## config.mk

```make
export PLATFORM = sky130hd
export DESIGN_NAME = maxil_read_top_flat
export DESIGN_NICKNAME = d
export VERILOG_FILES = /design/src/rtl/maxil_read_top_if.sv /design/src/rtl/maxil_read_top.sv /design/src/flat_wrapper.sv
export SDC_FILE = /design/constraint.sdc
export NUM_CORES = 1
export LEC_CHECK = 0
export ABC_AREA = 1
export BUFFER_PORTS_ARGS = -buffer_cell sky130_fd_sc_hd__buf_2
export CAP_MARGIN = 20
export CORE_AREA = 10 10 102 104
export CTS_BUF_LIST = sky130_fd_sc_hd__clkbuf_2 sky130_fd_sc_hd__clkbuf_4 sky130_fd_sc_hd__clkbuf_8
export CTS_CLUSTER_SIZE = 12
export DETAILED_ROUTE_END_ITERATION = 16
export DIE_AREA = 0 0 112 114
export MAX_ROUTING_LAYER = met4
export PLACE_DENSITY = 0.6
export REMOVE_ABC_BUFFERS = 1
export SLEW_MARGIN = 40
export SYNTH_ARGS = -nofsm -noshare
export SYNTH_HDL_FRONTEND = slang
export SYNTH_SLANG_ARGS = --single-unit
```

## constraint.sdc

```tcl
create_clock -name maxil_read_top_clk -period 2.1 [get_ports maxil_read_top_clk]
set_input_delay 0.21 -clock maxil_read_top_clk [delete_from_list [all_inputs] [get_ports maxil_read_top_clk]]
set_output_delay 0.21 -clock maxil_read_top_clk [all_outputs]
set_load 0.02 [all_outputs]
```

## src/rtl/maxil_read_top_if.sv

```systemverilog
// Command/response ports and AXI4-Lite AR/R channels of the read engine; master = engine side.
// MAXIL_READ_ERR_CNT_EN adds the saturating error counter output.
interface maxil_read_top_if #(
    parameter int ADDR_WIDTH = 32,
    parameter int DATA_WIDTH = 32
);
    logic                  maxil_read_cmd_valid;
    logic                  maxil_read_cmd_ready;
    logic [ADDR_WIDTH-1:0] maxil_read_cmd_addr;
    logic [2:0]            maxil_read_cmd_prot;

    logic                  maxil_read_arvalid;
    logic                  maxil_read_arready;
    logic [ADDR_WIDTH-1:0] maxil_read_araddr;
    logic [2:0]            maxil_read_arprot;

    logic                  maxil_read_rvalid;
    logic                  maxil_read_rready;
    logic [DATA_WIDTH-1:0] maxil_read_rdata;
    logic [1:0]            maxil_read_rresp;

    logic                  maxil_read_rsp_valid;
    logic                  maxil_read_rsp_ready;
    logic [DATA_WIDTH-1:0] maxil_read_rsp_data;
    logic [1:0]            maxil_read_rsp_resp;
`ifdef MAXIL_READ_ERR_CNT_EN
    logic [15:0]           maxil_read_err_cnt;
`endif

    modport master (
        input  maxil_read_cmd_valid,
        input  maxil_read_cmd_addr,
        input  maxil_read_cmd_prot,
        output maxil_read_cmd_ready,
        output maxil_read_arvalid,
        input  maxil_read_arready,
        output maxil_read_araddr,
        output maxil_read_arprot,
        input  maxil_read_rvalid,
        output maxil_read_rready,
        input  maxil_read_rdata,
        input  maxil_read_rresp,
        output maxil_read_rsp_valid,
        input  maxil_read_rsp_ready,
        output maxil_read_rsp_data,
        output maxil_read_rsp_resp
`ifdef MAXIL_READ_ERR_CNT_EN
        , output maxil_read_err_cnt
`endif
    );

    modport slave (
        output maxil_read_cmd_valid,
        output maxil_read_cmd_addr,
        output maxil_read_cmd_prot,
        input  maxil_read_cmd_ready,
        input  maxil_read_arvalid,
        output maxil_read_arready,
        input  maxil_read_araddr,
        input  maxil_read_arprot,
        output maxil_read_rvalid,
        input  maxil_read_rready,
        output maxil_read_rdata,
        output maxil_read_rresp,
        input  maxil_read_rsp_valid,
        output maxil_read_rsp_ready,
        input  maxil_read_rsp_data,
        input  maxil_read_rsp_resp
`ifdef MAXIL_READ_ERR_CNT_EN
        , input maxil_read_err_cnt
`endif
    );
endinterface

```

## src/rtl/maxil_read_top.sv

```systemverilog
// AXI4-Lite single-outstanding read master: cmd -> AR -> R -> rsp, 4-cycle round trip with zero-wait peers.
// All outputs registered; stalls on arready/rvalid/rsp_ready. MAXIL_READ_ERR_CNT_EN adds err_cnt.
module maxil_read_top #(
    parameter int ADDR_WIDTH = 32,
    parameter int DATA_WIDTH = 32
) (
    input  logic                 maxil_read_top_clk,
    input  logic                 maxil_read_top_rst,
    maxil_read_top_if.master     bus
);
    localparam int LSB_W = $clog2(DATA_WIDTH / 8);

    typedef enum logic [1:0] {
        IDLE = 2'd0,
        ADDR = 2'd1,
        DATA = 2'd2,
        RESP = 2'd3
    } state_t;

    state_t                state;
    state_t                next_state;

    logic                  cmd_ready_q,  cmd_ready_d;
    logic                  arvalid_q,    arvalid_d;
    logic                  rready_q,     rready_d;
    logic                  rsp_valid_q,  rsp_valid_d;
    logic [ADDR_WIDTH-1:0] araddr_q,     araddr_d;
    logic [2:0]            arprot_q,     arprot_d;
    logic [DATA_WIDTH-1:0] rsp_data_q,   rsp_data_d;
    logic [1:0]            rsp_resp_q,   rsp_resp_d;

    logic                  cmd_fire;
    logic                  ar_fire;
    logic                  r_fire;
    logic                  rsp_fire;
    logic                  misaligned;

    assign cmd_fire   = bus.maxil_read_cmd_valid & cmd_ready_q;
    assign ar_fire    = arvalid_q & bus.maxil_read_arready;
    assign r_fire     = rready_q & bus.maxil_read_rvalid;
    assign rsp_fire   = rsp_valid_q & bus.maxil_read_rsp_ready;
    assign misaligned = |bus.maxil_read_cmd_addr[LSB_W-1:0];

    // State and every output are flopped here; reset abandons any transaction in flight.
    always_ff @(posedge maxil_read_top_clk) begin
        if (maxil_read_top_rst) begin
            state       <= IDLE;
            cmd_ready_q <= 1'b0;
            arvalid_q   <= 1'b0;
            rready_q    <= 1'b0;
            rsp_valid_q <= 1'b0;
            araddr_q    <= '0;
            arprot_q    <= '0;
            rsp_data_q  <= '0;
            rsp_resp_q  <= '0;
        end else begin
            state       <= next_state;
            cmd_ready_q <= cmd_ready_d;
            arvalid_q   <= arvalid_d;
            rready_q    <= rready_d;
            rsp_valid_q <= rsp_valid_d;
            araddr_q    <= araddr_d;
            arprot_q    <= arprot_d;
            rsp_data_q  <= rsp_data_d;
            rsp_resp_q  <= rsp_resp_d;
        end
    end

    always_comb begin
        next_state = state;
        case (state)
            IDLE: if (cmd_fire) next_state = misaligned ? RESP : ADDR;
            ADDR: if (ar_fire)  next_state = DATA;
            DATA: if (r_fire)   next_state = RESP;
            RESP: if (rsp_fire) next_state = IDLE;
            default:            next_state = IDLE;
        endcase
    end

    // Handshake flags are a one-cycle-ahead decode of next_state so they appear registered.
    always_comb begin
        cmd_ready_d = (next_state == IDLE);
        arvalid_d   = (next_state == ADDR);
        rready_d    = (next_state == DATA);
        rsp_valid_d = (next_state == RESP);
        araddr_d    = araddr_q;
        arprot_d    = arprot_q;
        rsp_data_d  = rsp_data_q;
        rsp_resp_d  = rsp_resp_q;
        if (state == IDLE && cmd_fire) begin
            if (misaligned) begin
                rsp_data_d = '0;
                rsp_resp_d = 2'b10;
            end else begin
                araddr_d = bus.maxil_read_cmd_addr;
                arprot_d = bus.maxil_read_cmd_prot;
            end
        end
        if (state == DATA && r_fire) begin
            rsp_data_d = bus.maxil_read_rdata;
            rsp_resp_d = bus.maxil_read_rresp;
        end
    end

    assign bus.maxil_read_cmd_ready = cmd_ready_q;
    assign bus.maxil_read_arvalid   = arvalid_q;
    assign bus.maxil_read_araddr    = araddr_q;
    assign bus.maxil_read_arprot    = arprot_q;
    assign bus.maxil_read_rready    = rready_q;
    assign bus.maxil_read_rsp_valid = rsp_valid_q;
    assign bus.maxil_read_rsp_data  = rsp_data_q;
    assign bus.maxil_read_rsp_resp  = rsp_resp_q;

`ifdef MAXIL_READ_ERR_CNT_EN
    logic [15:0] err_cnt_q;

    // SLVERR/DECERR (bit 1 set) counted at delivery, local misalignment included.
    always_ff @(posedge maxil_read_top_clk) begin
        if (maxil_read_top_rst) begin
            err_cnt_q <= '0;
        end else if (rsp_fire && rsp_resp_q[1] && err_cnt_q != 16'hFFFF) begin
            err_cnt_q <= err_cnt_q + 16'd1;
        end
    end

    assign bus.maxil_read_err_cnt = err_cnt_q;
`endif
endmodule
```

## src/flat_wrapper.sv

```systemverilog
// flat-port wrapper written by rule: the top's interface ports become plain ports
module maxil_read_top_flat 
#(
    parameter int ADDR_WIDTH = 32,
    parameter int DATA_WIDTH = 32
)
  (maxil_read_top_clk, maxil_read_top_rst, bus_maxil_read_cmd_valid, bus_maxil_read_cmd_addr, bus_maxil_read_cmd_prot, bus_maxil_read_cmd_ready, bus_maxil_read_arvalid, bus_maxil_read_arready, bus_maxil_read_araddr, bus_maxil_read_arprot, bus_maxil_read_rvalid, bus_maxil_read_rready, bus_maxil_read_rdata, bus_maxil_read_rresp, bus_maxil_read_rsp_valid, bus_maxil_read_rsp_ready, bus_maxil_read_rsp_data, bus_maxil_read_rsp_resp);
  maxil_read_top_if #(.ADDR_WIDTH(ADDR_WIDTH), .DATA_WIDTH(DATA_WIDTH)) bus_i ();
  input  logic maxil_read_top_clk;
  input  logic maxil_read_top_rst;
  input wire logic [$bits(bus_i.maxil_read_cmd_valid)-1:0] bus_maxil_read_cmd_valid;
  input wire logic [$bits(bus_i.maxil_read_cmd_addr)-1:0] bus_maxil_read_cmd_addr;
  input wire logic [$bits(bus_i.maxil_read_cmd_prot)-1:0] bus_maxil_read_cmd_prot;
  output wire logic [$bits(bus_i.maxil_read_cmd_ready)-1:0] bus_maxil_read_cmd_ready;
  output wire logic [$bits(bus_i.maxil_read_arvalid)-1:0] bus_maxil_read_arvalid;
  input wire logic [$bits(bus_i.maxil_read_arready)-1:0] bus_maxil_read_arready;
  output wire logic [$bits(bus_i.maxil_read_araddr)-1:0] bus_maxil_read_araddr;
  output wire logic [$bits(bus_i.maxil_read_arprot)-1:0] bus_maxil_read_arprot;
  input wire logic [$bits(bus_i.maxil_read_rvalid)-1:0] bus_maxil_read_rvalid;
  output wire logic [$bits(bus_i.maxil_read_rready)-1:0] bus_maxil_read_rready;
  input wire logic [$bits(bus_i.maxil_read_rdata)-1:0] bus_maxil_read_rdata;
  input wire logic [$bits(bus_i.maxil_read_rresp)-1:0] bus_maxil_read_rresp;
  output wire logic [$bits(bus_i.maxil_read_rsp_valid)-1:0] bus_maxil_read_rsp_valid;
  input wire logic [$bits(bus_i.maxil_read_rsp_ready)-1:0] bus_maxil_read_rsp_ready;
  output wire logic [$bits(bus_i.maxil_read_rsp_data)-1:0] bus_maxil_read_rsp_data;
  output wire logic [$bits(bus_i.maxil_read_rsp_resp)-1:0] bus_maxil_read_rsp_resp;
  assign bus_i.maxil_read_cmd_valid = bus_maxil_read_cmd_valid;
  assign bus_i.maxil_read_cmd_addr = bus_maxil_read_cmd_addr;
  assign bus_i.maxil_read_cmd_prot = bus_maxil_read_cmd_prot;
  assign bus_maxil_read_cmd_ready = bus_i.maxil_read_cmd_ready;
  assign bus_maxil_read_arvalid = bus_i.maxil_read_arvalid;
  assign bus_i.maxil_read_arready = bus_maxil_read_arready;
  assign bus_maxil_read_araddr = bus_i.maxil_read_araddr;
  assign bus_maxil_read_arprot = bus_i.maxil_read_arprot;
  assign bus_i.maxil_read_rvalid = bus_maxil_read_rvalid;
  assign bus_maxil_read_rready = bus_i.maxil_read_rready;
  assign bus_i.maxil_read_rdata = bus_maxil_read_rdata;
  assign bus_i.maxil_read_rresp = bus_maxil_read_rresp;
  assign bus_maxil_read_rsp_valid = bus_i.maxil_read_rsp_valid;
  assign bus_i.maxil_read_rsp_ready = bus_maxil_read_rsp_ready;
  assign bus_maxil_read_rsp_data = bus_i.maxil_read_rsp_data;
  assign bus_maxil_read_rsp_resp = bus_i.maxil_read_rsp_resp;
  maxil_read_top #(.ADDR_WIDTH(ADDR_WIDTH), .DATA_WIDTH(DATA_WIDTH)) u_core (.maxil_read_top_clk(maxil_read_top_clk), .maxil_read_top_rst(maxil_read_top_rst), .bus(bus_i));
endmodule
```

==> results.yml <==
finish:
  nets: 558
  antenna-diode-count: 0
  final_cell_mix: "147 x buf_2, 75 x dfxtp_1, 59 x nor2_1"
  fin_util: 0.452
  drive_gt1_frac: 0.390
  syn_to_final_growth_pct: 34.8
  fin_area_um2: 3830
  fillCellCount: 846
  final_common_cell: "buf_2"
logic_synthesis:
  ys_ff_latch: 75
  synth_ff_type: "dfxtp_1"
  avgSynthCellArea_um2: 8.28
  async_reset_ff_frac: 0
  ys_warn_count: 0
  postSynthCellCount: 343
  ys_seq_area_frac: 0.529
  syn-cell-area_um2: 2840
  synth_cell_types: 23
  synth_edf_count: 0
routing:
  drc: 0
  drtPass1Iterations: 4
  antenna_left: 0
  vias: 2766
  first_iter_violations: 100
  vias_per_cell: 4.65
  totalWireLength_um: 8620
  wl_per_cell_um: 14.5
global_routing:
  antenna_found_initial: 0
  overflow: 0
  grt_start_max_net_pins: 38
  track_usage: 0.137
  grt_pass1_wl_um: 14100
  grt_pass1_vias: 2940
clock_network:
  clkTransAtPathRegs_ns: 0.08
  cts_tree: "yes"
  cts-htree-levels: 3
  clk_path_buf_depth: 2
  cts_hold_buf: 0
  clockRootBuffer: "clkbuf_8"
  clk_latency_ns: 0.34
  cts_resized: 0
  cts_sinks: 75
  cts_buffers: 9
  postCtsSetupRepairBufs: 0
timing:
  setup_viol: 0
  fmax_ghz: 0.589
  skew_ns: 0.00814
  fin_crit_sh: 0.808
  fin_setup_tns_ns: 0
  relSlewSlack: 0.541
  finalHoldViolCount: 0
  worst_hold_slack_ns: 0.0842
  tightest_slew_ns: 0.688
  fin_crit_ns: 1.70
  setup_slack_ns: 0.403
  slew_violations: 0
  rsz0062_at_grt: "false"
placed_design:
  gp_congestion: 0.719
  place_area_um2: 3570
  portBuffers: 147
  place_hpwl_um: 6320
  dp_slack_ns: 0.391
critical_path:
  required_ns: 2.38
  cp.arrival_ns: 1.97
  crit_type: "reg2reg"
  crit_path_start_kind: "flop"
  worst-path-max-fanout: 35
  end_kind: "flop"
  rr_startpoint: "u_core.state[1]"
  cp-startpoint: "u_core.state[1]"
floorplanning:
  die_h_um: 114
  rows: 34
  ioPinCount: 148
  die-area_um2: 12800
  core_area_um2: 8470
  start_util: 0.336
  chipWidth_um: 112
hold_path:
  min_path_type: "in2reg"
  min_from: "bus_maxil_read_cmd_addr[31]"
pwr:
  power_leakage_nw: 1.91
  powerDensity_nw_per_um2: 873
  vdd_drop_max_uv: 362
outcome:
  status: "completed"
run:
  cap_violations: 0
==> cell usage after synthesis, types with 6 or more instances <==
cell | number | area, um2
nor2_2 | 14 | 87.6
buf_4 | 7 | 52.6
nand3_1 | 38 | 190
buf_6 | 9 | 101
nor2_1 | 59 | 221
clkbuf_1 | 6 | 22.5
inv_1 | 12 | 45.0
a21oi_1 | 33 | 165
o21ai_0 | 24 | 120
o21ai_1 | 10 | 50.1
dfxtp_1 | 75 | 1500
nand2_1 | 43 | 161
==> path summary, 6_finish.rpt <==
| check | to | slack [ns] | depth (start not counted) |
|---|---|---|---|
| max | u_core.bus.maxil_read_rready | 0.40 | 5 |
| min | u_core.bus.maxil_read_araddr[31] | 0.08 | 3 |
| max reg2reg | u_core.bus.maxil_read_rready | 0.40 | 5 |
| min reg2reg | u_core.bus.maxil_read_araddr[1] | 0.46 | 2 |
==> stage by stage <==
step           power, W  std cells
4_1_cts         0.00340        595
5_1_grt         0.00350        595
3_5_place_dp    0.00194        580
2_1_floorplan   0.00175        320
6_report        0.00334        595
3_3_place_gp    0.00193        580
==> sequential cells by signal, summed over array words and instances (netlist names) <==
name                             cells
u_core.state                         2
u_core.bus.maxil_read_arvalid        1
u_core.bus.maxil_read_arprot         3
u_core.bus.maxil_read_cmd_ready      1
u_core.bus.maxil_read_rready         1
u_core.bus.maxil_read_araddr        32
u_core.bus.maxil_read_rsp_data      32
u_core.bus.maxil_read_rsp_resp       2
u_core.bus.maxil_read_rsp_valid      1
==> metal layers <==
layer  GRT usage  part of all wire  up-vias
li1            -                 -     1395
met4      0.0508             0.012        0
met5           -                 0        -
met2       0.189              0.41      130
met1       0.171              0.47     1232
met3      0.0640              0.11        9
==> power breakdown <==
| group | internal (W) | switching, W | leakage, nW |
|---|---|---|---|
| logic | 0.000136 | 0.000250 | 1.18 |
| registers | 0.00148 | 0.0000369 | 0.606 |
| clock network | 0.000934 | 0.000508 | 0.132 |
| total | 0.00255 | 0.000795 | 1.91 |
==> kinds of logic after synthesis <==
group / count (synthesis) / share of synthesized area
and+or+nand+nor: 165 / 0.271
DFF: 75 / 0.529
AOI/OAI and AO/OA: 67 / 0.118
buffers and inverters: 36 / 0.0819
==> area by class of cell <==
| class | instances | area [um2] | area share |
|---|---|---|---|
| sequential | 75 | 1500 | 0.392 |
| tap | 108 | 135 | 0.0353 |
| clock buffer | 10 | 138 | 0.0359 |
| clock inverter | 5 | 125 | 0.0327 |
| multi-input combinational | 232 | 1110 | 0.289 |
| timing repair buffer | 152 | 773 | 0.202 |
| inverter | 13 | 51.3 | 0.0134 |
==> critical path, cell delays in order (launching register included) <==
cell and delay, ns:
dfxtp_1 0.39, nor2_4 0.18, nand3_2 0.55, nand2_1 0.32
inv_1 0.10, nor2_1 0.10
Power figures use the tool's default switching activity.
